===== config.mk =====
export PLATFORM = sky130hd
export DESIGN_NAME = apb_requester
export DESIGN_NICKNAME = d
export VERILOG_FILES = /design/src/rtl/apb_pkg.sv /design/src/rtl/apb_cmd_fifo.sv /design/src/rtl/apb_requester.sv
export SDC_FILE = /design/constraint.sdc
export NUM_CORES = 1
export LEC_CHECK = 0
export ABC_CLOCK_PERIOD_IN_PS = 7810
export CAP_MARGIN = 20
export CORE_MARGIN = 2
export CORE_UTILIZATION = 55
export DETAILED_ROUTE_END_ITERATION = 16
export HOLD_SLACK_MARGIN = 0.1
export PLACE_DENSITY = 0.81
export SETUP_SLACK_MARGIN = 0.15
export SLEW_MARGIN = 15
export SYNTH_ARGS = -nofsm -noshare
export SYNTH_HDL_FRONTEND = slang
export SYNTH_SLANG_ARGS = --single-unit

===== constraint.sdc =====
create_clock -name pclk -period 7.81 [get_ports pclk]
set_clock_uncertainty 0.15 [all_clocks]
set_input_delay 0.781 -clock pclk [delete_from_list [all_inputs] [get_ports pclk]]
set_output_delay 0.781 -clock pclk [all_outputs]
set_load 0.05 [all_outputs]

===== src/rtl/apb_pkg.sv =====
// ============================================================================
// Module      : apb_pkg
// Description : Shared APB definitions. Provides the bus address width, the
//               PPROT derivation helper, the requester FSM state encoding
//               and the packed command record used by the requester FIFO.
// Revision    : 1.0 - initial release
// ============================================================================
`default_nettype none

package apb_pkg;

    localparam int ADDR_WIDTH = 32;
    localparam int DATA_WIDTH = 32;

    // Requester bus-sequencing states
    typedef enum logic [1:0] {
        REQ_IDLE    = 2'd0,
        REQ_SETUP   = 2'd1,
        REQ_ACCESS  = 2'd2,
        REQ_RECOVER = 2'd3
    } req_state_e;

    // One queued bus command
    typedef struct packed {
        logic                  write;
        logic [ADDR_WIDTH-1:0] addr;
        logic [DATA_WIDTH-1:0] wdata;
    } apb_cmd_t;

    // Protection attributes follow the address map: the top address bit
    // marks the privileged region, the next bit the non-secure region.
    // All requester traffic is data access, so PPROT[2] is always 0.
    function automatic logic [2:0] getPprot(input logic [ADDR_WIDTH-1:0] addr);
        getPprot = {1'b0, addr[ADDR_WIDTH-2], addr[ADDR_WIDTH-1]};
    endfunction

endpackage

`default_nettype wire


===== src/rtl/apb_cmd_fifo.sv =====
// ============================================================================
// Module      : apb_cmd_fifo
// Description : Synchronous command FIFO of apb_cmd_t entries. DEPTH must be
//               a power of two (>= 2) so pointers wrap naturally. A push
//               while full is accepted when a pop happens in the same cycle.
// Revision    : 1.0 - initial release
// ============================================================================
`default_nettype none

module apb_cmd_fifo
    import apb_pkg::*;
#(
    parameter int DEPTH = 4
) (
    input  logic     clk_i,
    input  logic     rst_ni,
    input  logic     push_i,
    input  apb_cmd_t push_data_i,
    input  logic     pop_i,
    output apb_cmd_t pop_data_o,
    output logic     full_o,
    output logic     empty_o
);

    localparam int             PTR_W    = $clog2(DEPTH);
    localparam logic [PTR_W:0] FULL_CNT = (PTR_W+1)'(DEPTH);

    apb_cmd_t         mem_q [DEPTH];
    logic [PTR_W-1:0] wr_ptr_q;
    logic [PTR_W-1:0] rd_ptr_q;
    logic [PTR_W:0]   count_q;

    logic w_do_push;
    logic w_do_pop;

    assign empty_o    = (count_q == '0);
    assign full_o     = (count_q == FULL_CNT);
    assign w_do_pop   = pop_i & ~empty_o;
    // A pop frees the head slot first, so a full FIFO can still take a push
    assign w_do_push  = push_i & (~full_o | w_do_pop);
    assign pop_data_o = mem_q[rd_ptr_q];

    // Entry storage; contents are only meaningful between push and pop
    always_ff @(posedge clk_i) begin
        if (w_do_push) begin
            mem_q[wr_ptr_q] <= push_data_i;
        end
    end

    // Read/write pointers and occupancy count
    always_ff @(posedge clk_i or negedge rst_ni) begin
        if (!rst_ni) begin
            wr_ptr_q <= '0;
            rd_ptr_q <= '0;
            count_q  <= '0;
        end else begin
            if (w_do_push) begin
                wr_ptr_q <= wr_ptr_q + PTR_W'(1);
            end
            if (w_do_pop) begin
                rd_ptr_q <= rd_ptr_q + PTR_W'(1);
            end
            case ({w_do_push, w_do_pop})
                2'b10:   count_q <= count_q + (PTR_W+1)'(1);
                2'b01:   count_q <= count_q - (PTR_W+1)'(1);
                default: count_q <= count_q;
            endcase
        end
    end

endmodule

`default_nettype wire


===== src/rtl/apb_requester.sv =====
// ============================================================================
// Module      : apb_requester
// Description : APB manager stage. Buffers valid/ready commands in a FIFO,
//               issues them as SETUP/ACCESS transfers (chaining back-to-back
//               commands with PSEL held high) and reports each completion
//               on a single-cycle response pulse.
//               Build option APB_REQ_TIMEOUT_EN: adds the ACCESS-phase
//               timeout counter and the one-cycle REQ_RECOVER state.
// Revision    : 1.0 - initial release
// ============================================================================
`default_nettype none

module apb_requester
    import apb_pkg::*;
#(
    parameter int FIFO_DEPTH     = 4,
    parameter int TIMEOUT_CYCLES = 16
) (
    input  logic                  pclk,
    input  logic                  presetn,
    // command port
    input  logic                  cmd_valid,
    output logic                  cmd_ready,
    input  logic                  cmd_write,
    input  logic [ADDR_WIDTH-1:0] cmd_addr,
    input  logic [31:0]           cmd_wdata,
    // response port
    output logic                  rsp_valid,
    output logic [31:0]           rsp_rdata,
    output logic                  rsp_err,
    output logic                  rsp_timeout,
    // APB bus
    output logic                  psel,
    output logic                  penable,
    output logic                  pwrite,
    output logic [ADDR_WIDTH-1:0] paddr,
    output logic [31:0]           pwdata,
    output logic [2:0]            pprot,
    input  logic [31:0]           prdata,
    input  logic                  pready,
    input  logic                  pslverr
);

    // Elaboration-time parameter sanity checks
    if (FIFO_DEPTH < 2 || (FIFO_DEPTH & (FIFO_DEPTH - 1)) != 0) begin : g_bad_depth
        $error("apb_requester: FIFO_DEPTH must be a power of two >= 2");
    end
    if (TIMEOUT_CYCLES < 1 || TIMEOUT_CYCLES > 63) begin : g_bad_timeout
        $error("apb_requester: TIMEOUT_CYCLES must be in 1..63");
    end

    req_state_e            state_q;
    logic                  ready_q;
    logic                  psel_q;
    logic                  penable_q;
    logic                  pwrite_q;
    logic [ADDR_WIDTH-1:0] paddr_q;
    logic [31:0]           pwdata_q;
    logic [2:0]            pprot_q;
    logic                  rsp_valid_q;
    logic [31:0]           rsp_rdata_q;
    logic                  rsp_err_q;

`ifdef APB_REQ_TIMEOUT_EN
    localparam logic [5:0] TMO_LAST = 6'(TIMEOUT_CYCLES - 1);
    logic [5:0]            tmo_cnt_q;
    logic                  rsp_timeout_q;
`endif

    logic     w_push;
    logic     w_pop;
    logic     w_full;
    logic     w_empty;
    apb_cmd_t w_push_cmd;
    apb_cmd_t w_head;

    assign w_push     = cmd_valid & cmd_ready;
    assign w_push_cmd = {cmd_write, cmd_addr, cmd_wdata};
    // Head is consumed when idle, or on completion of the current ACCESS
    assign w_pop      = ~w_empty & ((state_q == REQ_IDLE) |
                                    ((state_q == REQ_ACCESS) & pready));

    apb_cmd_fifo #(
        .DEPTH       (FIFO_DEPTH)
    ) u_cmd_fifo (
        .clk_i       (pclk),
        .rst_ni      (presetn),
        .push_i      (w_push),
        .push_data_i (w_push_cmd),
        .pop_i       (w_pop),
        .pop_data_o  (w_head),
        .full_o      (w_full),
        .empty_o     (w_empty)
    );

    // Holds cmd_ready low through reset and for the first cycle after it
    always_ff @(posedge pclk or negedge presetn) begin
        if (!presetn) begin
            ready_q <= 1'b0;
        end else begin
            ready_q <= 1'b1;
        end
    end

    assign cmd_ready = ready_q & ~w_full;

    // Bus sequencer: drives all APB outputs and the response registers
    always_ff @(posedge pclk or negedge presetn) begin
        if (!presetn) begin
            state_q       <= REQ_IDLE;
            psel_q        <= 1'b0;
            penable_q     <= 1'b0;
            pwrite_q      <= 1'b0;
            paddr_q       <= '0;
            pwdata_q      <= '0;
            pprot_q       <= '0;
            rsp_valid_q   <= 1'b0;
            rsp_rdata_q   <= '0;
            rsp_err_q     <= 1'b0;
`ifdef APB_REQ_TIMEOUT_EN
            tmo_cnt_q     <= '0;
            rsp_timeout_q <= 1'b0;
`endif
        end else begin
            rsp_valid_q <= 1'b0;
            case (state_q)
                REQ_IDLE: begin
                    if (!w_empty) begin
                        pwrite_q  <= w_head.write;
                        paddr_q   <= w_head.addr;
                        pwdata_q  <= w_head.wdata;
                        pprot_q   <= getPprot(w_head.addr);
                        psel_q    <= 1'b1;
                        penable_q <= 1'b0;
                        state_q   <= REQ_SETUP;
`ifdef APB_REQ_TIMEOUT_EN
                        tmo_cnt_q <= '0;
`endif
                    end
                end
                REQ_SETUP: begin
                    penable_q <= 1'b1;
                    state_q   <= REQ_ACCESS;
                end
                REQ_ACCESS: begin
                    if (pready) begin
                        rsp_valid_q <= 1'b1;
                        rsp_rdata_q <= pwrite_q ? 32'h0 : prdata;
                        rsp_err_q   <= pslverr;
`ifdef APB_REQ_TIMEOUT_EN
                        rsp_timeout_q <= 1'b0;
`endif
                        penable_q   <= 1'b0;
                        if (!w_empty) begin
                            // Chained transfer: PSEL stays high into the next SETUP
                            pwrite_q  <= w_head.write;
                            paddr_q   <= w_head.addr;
                            pwdata_q  <= w_head.wdata;
                            pprot_q   <= getPprot(w_head.addr);
                            state_q   <= REQ_SETUP;
`ifdef APB_REQ_TIMEOUT_EN
                            tmo_cnt_q <= '0;
`endif
                        end else begin
                            psel_q  <= 1'b0;
                            state_q <= REQ_IDLE;
                        end
                    end
`ifdef APB_REQ_TIMEOUT_EN
                    else if (tmo_cnt_q == TMO_LAST) begin
                        // Abort: release the bus and report a timed-out error
                        psel_q        <= 1'b0;
                        penable_q     <= 1'b0;
                        rsp_valid_q   <= 1'b1;
                        rsp_rdata_q   <= 32'h0;
                        rsp_err_q     <= 1'b1;
                        rsp_timeout_q <= 1'b1;
                        state_q       <= REQ_RECOVER;
                    end else begin
                        tmo_cnt_q <= tmo_cnt_q + 6'd1;
                    end
`endif
                end
                REQ_RECOVER: begin
                    // One bus-idle cycle so the peripheral can leave its error state
                    state_q <= REQ_IDLE;
                end
                default: begin
                    state_q <= REQ_IDLE;
                end
            endcase
        end
    end

    assign psel      = psel_q;
    assign penable   = penable_q;
    assign pwrite    = pwrite_q;
    assign paddr     = paddr_q;
    assign pwdata    = pwdata_q;
    assign pprot     = pprot_q;
    assign rsp_valid = rsp_valid_q;
    assign rsp_rdata = rsp_rdata_q;
    assign rsp_err   = rsp_err_q;

`ifdef APB_REQ_TIMEOUT_EN
    assign rsp_timeout = rsp_timeout_q;
`else
    assign rsp_timeout = 1'b0;
`endif

endmodule

`default_nettype wire


# After elaboration in Yosys (flattened, before gate mapping)

Memories as Yosys holds them, arrays and structs flattened.
Index checks and enable logic that the tools add are counted.

$add $sub $neg: 4
Equality and inequality tests: 9
Multiplexer cells: 29
Bitwise operators: 10
Reduce and logical (&&, ||, !) cells: 10

Operator list:

| cell                                             | count |
|---|---|
| two-way mux 32 bit                               | 5 |
| case mux 32 bit (2 select lines)                 | 2 |
| two-way mux 1 bit                                | 12 |
| case mux 3 bit (2 select lines)                  | 2 |
| case mux 2 bit (4 select lines)                  | 1 |
| AND 1 bit                                        | 6 |
| == test 2 bit, second input constant             | 3 |
| two-way mux 3 bit                                | 2 |
| AND reduction 2 bit                              | 3 |
| adder 2 x 1 -> 2 bit, second input constant      | 2 |
| == test 2 x 1 -> 1 bit, second input constant    | 2 |
| two-way mux 2 bit                                | 2 |
| inequality test 2 bit, second input constant     | 2 |
| case mux 1 bit (2 select lines)                  | 2 |
| AND reduction 4 bit                              | 1 |
| nonzero test 2 bit                               | 2 |
| adder 3 x 1 -> 3 bit, second input constant      | 1 |
| == test 3 bit, second input constant             | 1 |
| zero test 3 bit                                  | 1 |
| case mux 1 bit (3 select lines)                  | 1 |
| AND reduction 3 bit                              | 1 |
| nonzero test 3 bit                               | 1 |
| subtractor 3 x 1 -> 3 bit, second input constant | 1 |
| zero test 2 bit                                  | 1 |
| 3 further kinds                                  | 5 |

Flip-flop bits (word level): 114
RAM bits: 260
Input bits: 102
Output and inout port bits: 106
Word-level logic and storage cells: 77
Memories kept: 1

Memories:

| name             | words | width | rd ports | clocked after memory_dff | write ports | line               | source |
|---|---|---|---|---|---|---|---|
| u_cmd_fifo.mem_q | 4     | 65    | 1        | 0                        | 1           | apb_cmd_fifo.sv:28 | `apb_cmd_t mem_q [DEPTH];` |

# Longest topological paths before layout

Word-level depth: 9
Depth in mapped cells: 10
Depth with buffers taken out: 9

# Cells and area by module

A second synthesis with hierarchy kept.

Cell total of the unflattened synthesis: 701
Area total of the unflattened synthesis: 14,157.3 um^2

By module, submodules not included:

| module        | instances | cells each | area an instance (um^2) | seq. area each (um^2) |
|---|---|---|---|---|
| apb_cmd_fifo  | 1         | 394        | 9,875.7                 | 7,982.7 |
| apb_requester | 1         | 307        | 4,281.6                 | 2,602.5 |

# Least setup slack after synthesis

Ideal clock, no wire load.

Path type: input-to-reg
Start point: in cmd_valid
End point: mem u_cmd_fifo.mem_q[0][0] (netlist name) (enable)
Library setup time: 0.430 ns
Data arrival time: 2.602 ns
Required time: 7.230 ns
Slack: 4.628 ns
Stages: 2
Path buffers: 0
Path through: o311a_1 -> and2_1

Longest elaborated chain between the ends: 4

Ends and longest elaborated chain:

| what                                    | line                | source |
|---|---|---|
| start, declared                         | apb_requester.sv:22 | `input logic cmd_valid,` |
| AND 1 bit                               | apb_requester.sv:77 | `assign w_push = cmd_valid & cmd_ready;` |
| AND 1 bit                               | apb_cmd_fifo.sv:40  | `assign w_do_push = push_i & (~full_o \| w_do_pop);` |
| two-way mux 1 bit                       | apb_cmd_fifo.sv:45  | `if (w_do_push) begin` |
| two-way mux 1 bit (implied by the code) | apb_cmd_fifo.sv:46  | `mem_q[wr_ptr_q] <= push_data_i;` |
| end, declared                           | apb_cmd_fifo.sv:28  |  |

No other way between the ends.

# Worst setup path in the final report

Start point: reg pwrite_q (netlist: pwrite)
End point: out pwrite

RTL lines:

| what                   | line                 | source |
|---|---|---|
| start, declared        | apb_requester.sv:56  | `logic pwrite_q;` |
| start signal, assigned | apb_requester.sv:129 | `pwrite_q <= w_head.write;` |
| start signal, assigned | apb_requester.sv:156 | `pwrite_q <= w_head.write;` |
| end, declared          | apb_requester.sv:35  | `output logic pwrite,` |

No word-level cell between the ends.

==> qor.yml <==
timing:
  finalSetupTns_ps: 0
  period_share_pct: 41.4
  relSlewSlack_pct: 31.1
  setup_viol: 0
  fin_crit_ps: 3230
  hold_viol: 0
  holdWs_ps: 122
  max_freq_ghz: 0.309
  grt_setup_unrepaired: "false"
  worst_pin_slew_ps: 1030
  drv_slew: 0
grt:
  grt_max_degree: 75
  grt_pass1_wl_mm: 40.6
  grt_overflow: 0
  grt_antenna_before_repair: 1
  grt_usage_pct: 20.1
  grt_pass1_vias: 7418
yosys:
  yosysTopAreaCell: "edfxtp_1"
  synth_top_area_share_pct: 55.9
  ys_ff_latch: 371
  synth_cells: 682
  ys_seq_area_share_pct: 75.8
  avgSynthCellArea_sq_um: 20.5
  yosys-top-cells-area: "edfxtp_1, dfrtp_1, mux4_2, mux2_2, mux2_4"
  ys_types: 33
  syn-cell-area_sq_um: 14000
  yosysWarnings: 0
cts:
  cts_buffers: 37
  cts_resized: 0
  clock_tree.buffer_depth: 3
  ctsHoldBuffers: 0
  clkTransAtPathRegs_ps: 60
  cts.sinks: 371
  htreeDepth: 2
  cts_tree: "done"
  cts_setup_buffers: 0
  clk_latency_ps: 510
  cts_root_buf: "clkbuf_16"
setup_path:
  cp-end-kind: "primary output"
  path_delay_family: "buffers and inverters"
  cp.required_ps: 6880
  arrival_ps: 2300
  worst-setup-path-type: "reg -> out"
  path_cells: "clkdlybuf4s50_1"
  slowest_stage: "clkdlybuf4s50_1"
  crit_fanout: 34
  crit_buf_inv: 1
  start_kind: "register"
  critPathMaxStageDelay_ps: 940
power_and_ir_drop:
  p_sw_w: 0.00259
  internal-power_w: 0.00482
  sw_frac_of_total_pct: 34.9
  power.share.combinational_pct: 37.6
  power.share.clock_pct: 23.2
  seq_power_share_pct: 39.2
  power_density_nw_per_um2: 425
  ir_drop_mv: 0.257
  p_leak_nw: 6.22
die:
  fp.dieH_microns: 163
  die_x_microns: 163
  row_count: 58
  initial_core_util_pct: 55.8
  die-area_sq_um: 26700
  core-area_sq_um: 25000
  ioPinCount: 208
placement:
  port_buffers: 205
  gp_congestion: 0.729
  hpwl_mm: 15.4
detailed_routing:
  totalWireLength_mm: 26.3
  dr.first_iter.drc_count: 490
  ant_nets: 0
  drcViolationCount: 0
  vias_per_cell: 5.45
  avgRoutedWirePerCell_microns: 21.0
  drt_first_pass_iters: 4
  vias: 6835
final_layout:
  fin_nets: 1003
  seqCellArea_sq_um: 10600
  drive_gt1_share_pct: 21.0
  syn_to_final_growth_pct: 24.8
  multiInputGateArea_sq_um: 3120
  n_fill_cell: 1547
run_status:
  status: "complete, no violations"
hold_path:
  hp-class: "in -> async"
run:
  max-cap-violations: 0
-- final timing paths --
kind,start,to,slack [ps],depth (start not counted)
setup / recovery,pwrite,pwrite,4580,1
hold / removal,presetn,pwdata[1],120,1
setup reg to reg,state_q[1],pwdata[31],4860,4
hold reg to reg,rsp_rdata[3],rsp_rdata[3],330,2
max in group asynchronous,presetn,u_cmd_fifo.rd_ptr_q[0],5920,2
min in group pclk,rsp_rdata[3],rsp_rdata[3],330,2
-- through the flow --
stage / util (%) / total power [W] / cell area, sq um / setup WS (ps) / cells
after CTS: 69.6 / 0.00750 / 17400 / 4540 / 1252
after global routing: 69.6 / 0.00773 / 17400 / 4420 / 1253
after global placement: 64.9 / 0.00569 / 16200 / 4100 / 1186
after detailed placement: 64.9 / 0.00576 / 16200 / 4020 / 1186
final: 69.6 / 0.00741 / 17400 / 4580 / 1253
after floorplan: - / 0.00493 / 14000 / 4630 / 683
-- flip-flops by register name, indices dropped and copies added, names as in the netlist --
register             flops
pprot                    1
penable                  1
u_cmd_fifo.rd_ptr_q      2
u_cmd_fifo.mem_q       260
u_cmd_fifo.count_q       3
paddr                   31
rsp_err                  1
psel                     1
state_q                  2
u_cmd_fifo.wr_ptr_q      2
rsp_valid                1
rsp_rdata               32
ready_q                  1
pwdata                  32
pwrite                   1
-- synthesized netlist by cell type (all sizes together) --
master   count
edfxtp     260
dfrtp      111
mux2        67
mux4        65
nand2       35
o21ai       35
nand2b      33
buf         21
clkbuf      15
inv          9
ha           5
and2         4
nor3         3
xnor2        3
xor2         3
conb         2
nor2         2
a22oi        1
a2bb2oi      1
fa           1
nand3b       1
nor2b        1
nor4b        1
o311a        1
o31a         1
o41ai        1
-- logic make-up after synthesis --
kind of cell             count (synthesis)  synth area share, %
AO/OA/AOI/OAI                           40                 1.57
flip-flops                             371                 75.8
AND/OR/NAND/NOR                         80                 2.99
buffers and inverters                   45                 2.00
other                                    2               0.0538
adder cells (fa/ha/maj)                  6                0.591
XOR/XNOR                                 6                0.376
multiplexers                           132                 16.6
-- metal layers --
layer	track usage [%]	part of all wire [%]	vias up
met3	3.73	5.6	37
li1	-	-	3046
met2	35.6	52	206
met4	5.55	2.0	0
met5	0	0	-
met1	25.5	40	3546
-- layout make-up --
| class | instances | share of cell area (%) |
|---|---|---|
| repair buffers | 209 | 11.9 |
| inverters | 9 | 0.194 |
| multi-input cells | 267 | 17.9 |
| flip-flops and latches | 371 | 60.8 |
| well taps | 330 | 2.37 |
| diodes | 1 | 0.0144 |
| clock inverters | 15 | 0.855 |
| clock buffers | 51 | 5.92 |
-- layout by cell type (no fill, tap or decap), types with 3 or more instances in the layout --
cell type	netlist	final
edfxtp_1	260	260
clkdlybuf4s50_1	0	204
dfrtp_1	111	109
mux4_2	65	65
mux2_2	39	39
clkbuf_16	0	39
nand2_1	35	35
o21ai_0	35	35
nand2b_1	33	33
mux2_4	28	28
clkbuf_1	15	11
inv_1	9	9
clkinv_1	0	6
ha_1	5	5
buf_4	7	5
and2_4	0	4
clkinv_2	0	4
xor2_1	3	3
xnor2_1	3	3
conb_1	2	3
bufinv_16	0	3
-- power by group through the flow --
stage	clock network, W	logic (W)	registers (W)
after floorplan	0	0.00134	0.00359
after global placement	0	0.00276	0.00293
after detailed placement	0	0.00282	0.00294
after CTS	0.00175	0.00283	0.00291
after global routing	0.00182	0.00295	0.00296
final	0.00172	0.00279	0.00290
No activity file was read; power rests on OpenSTA's default activity.
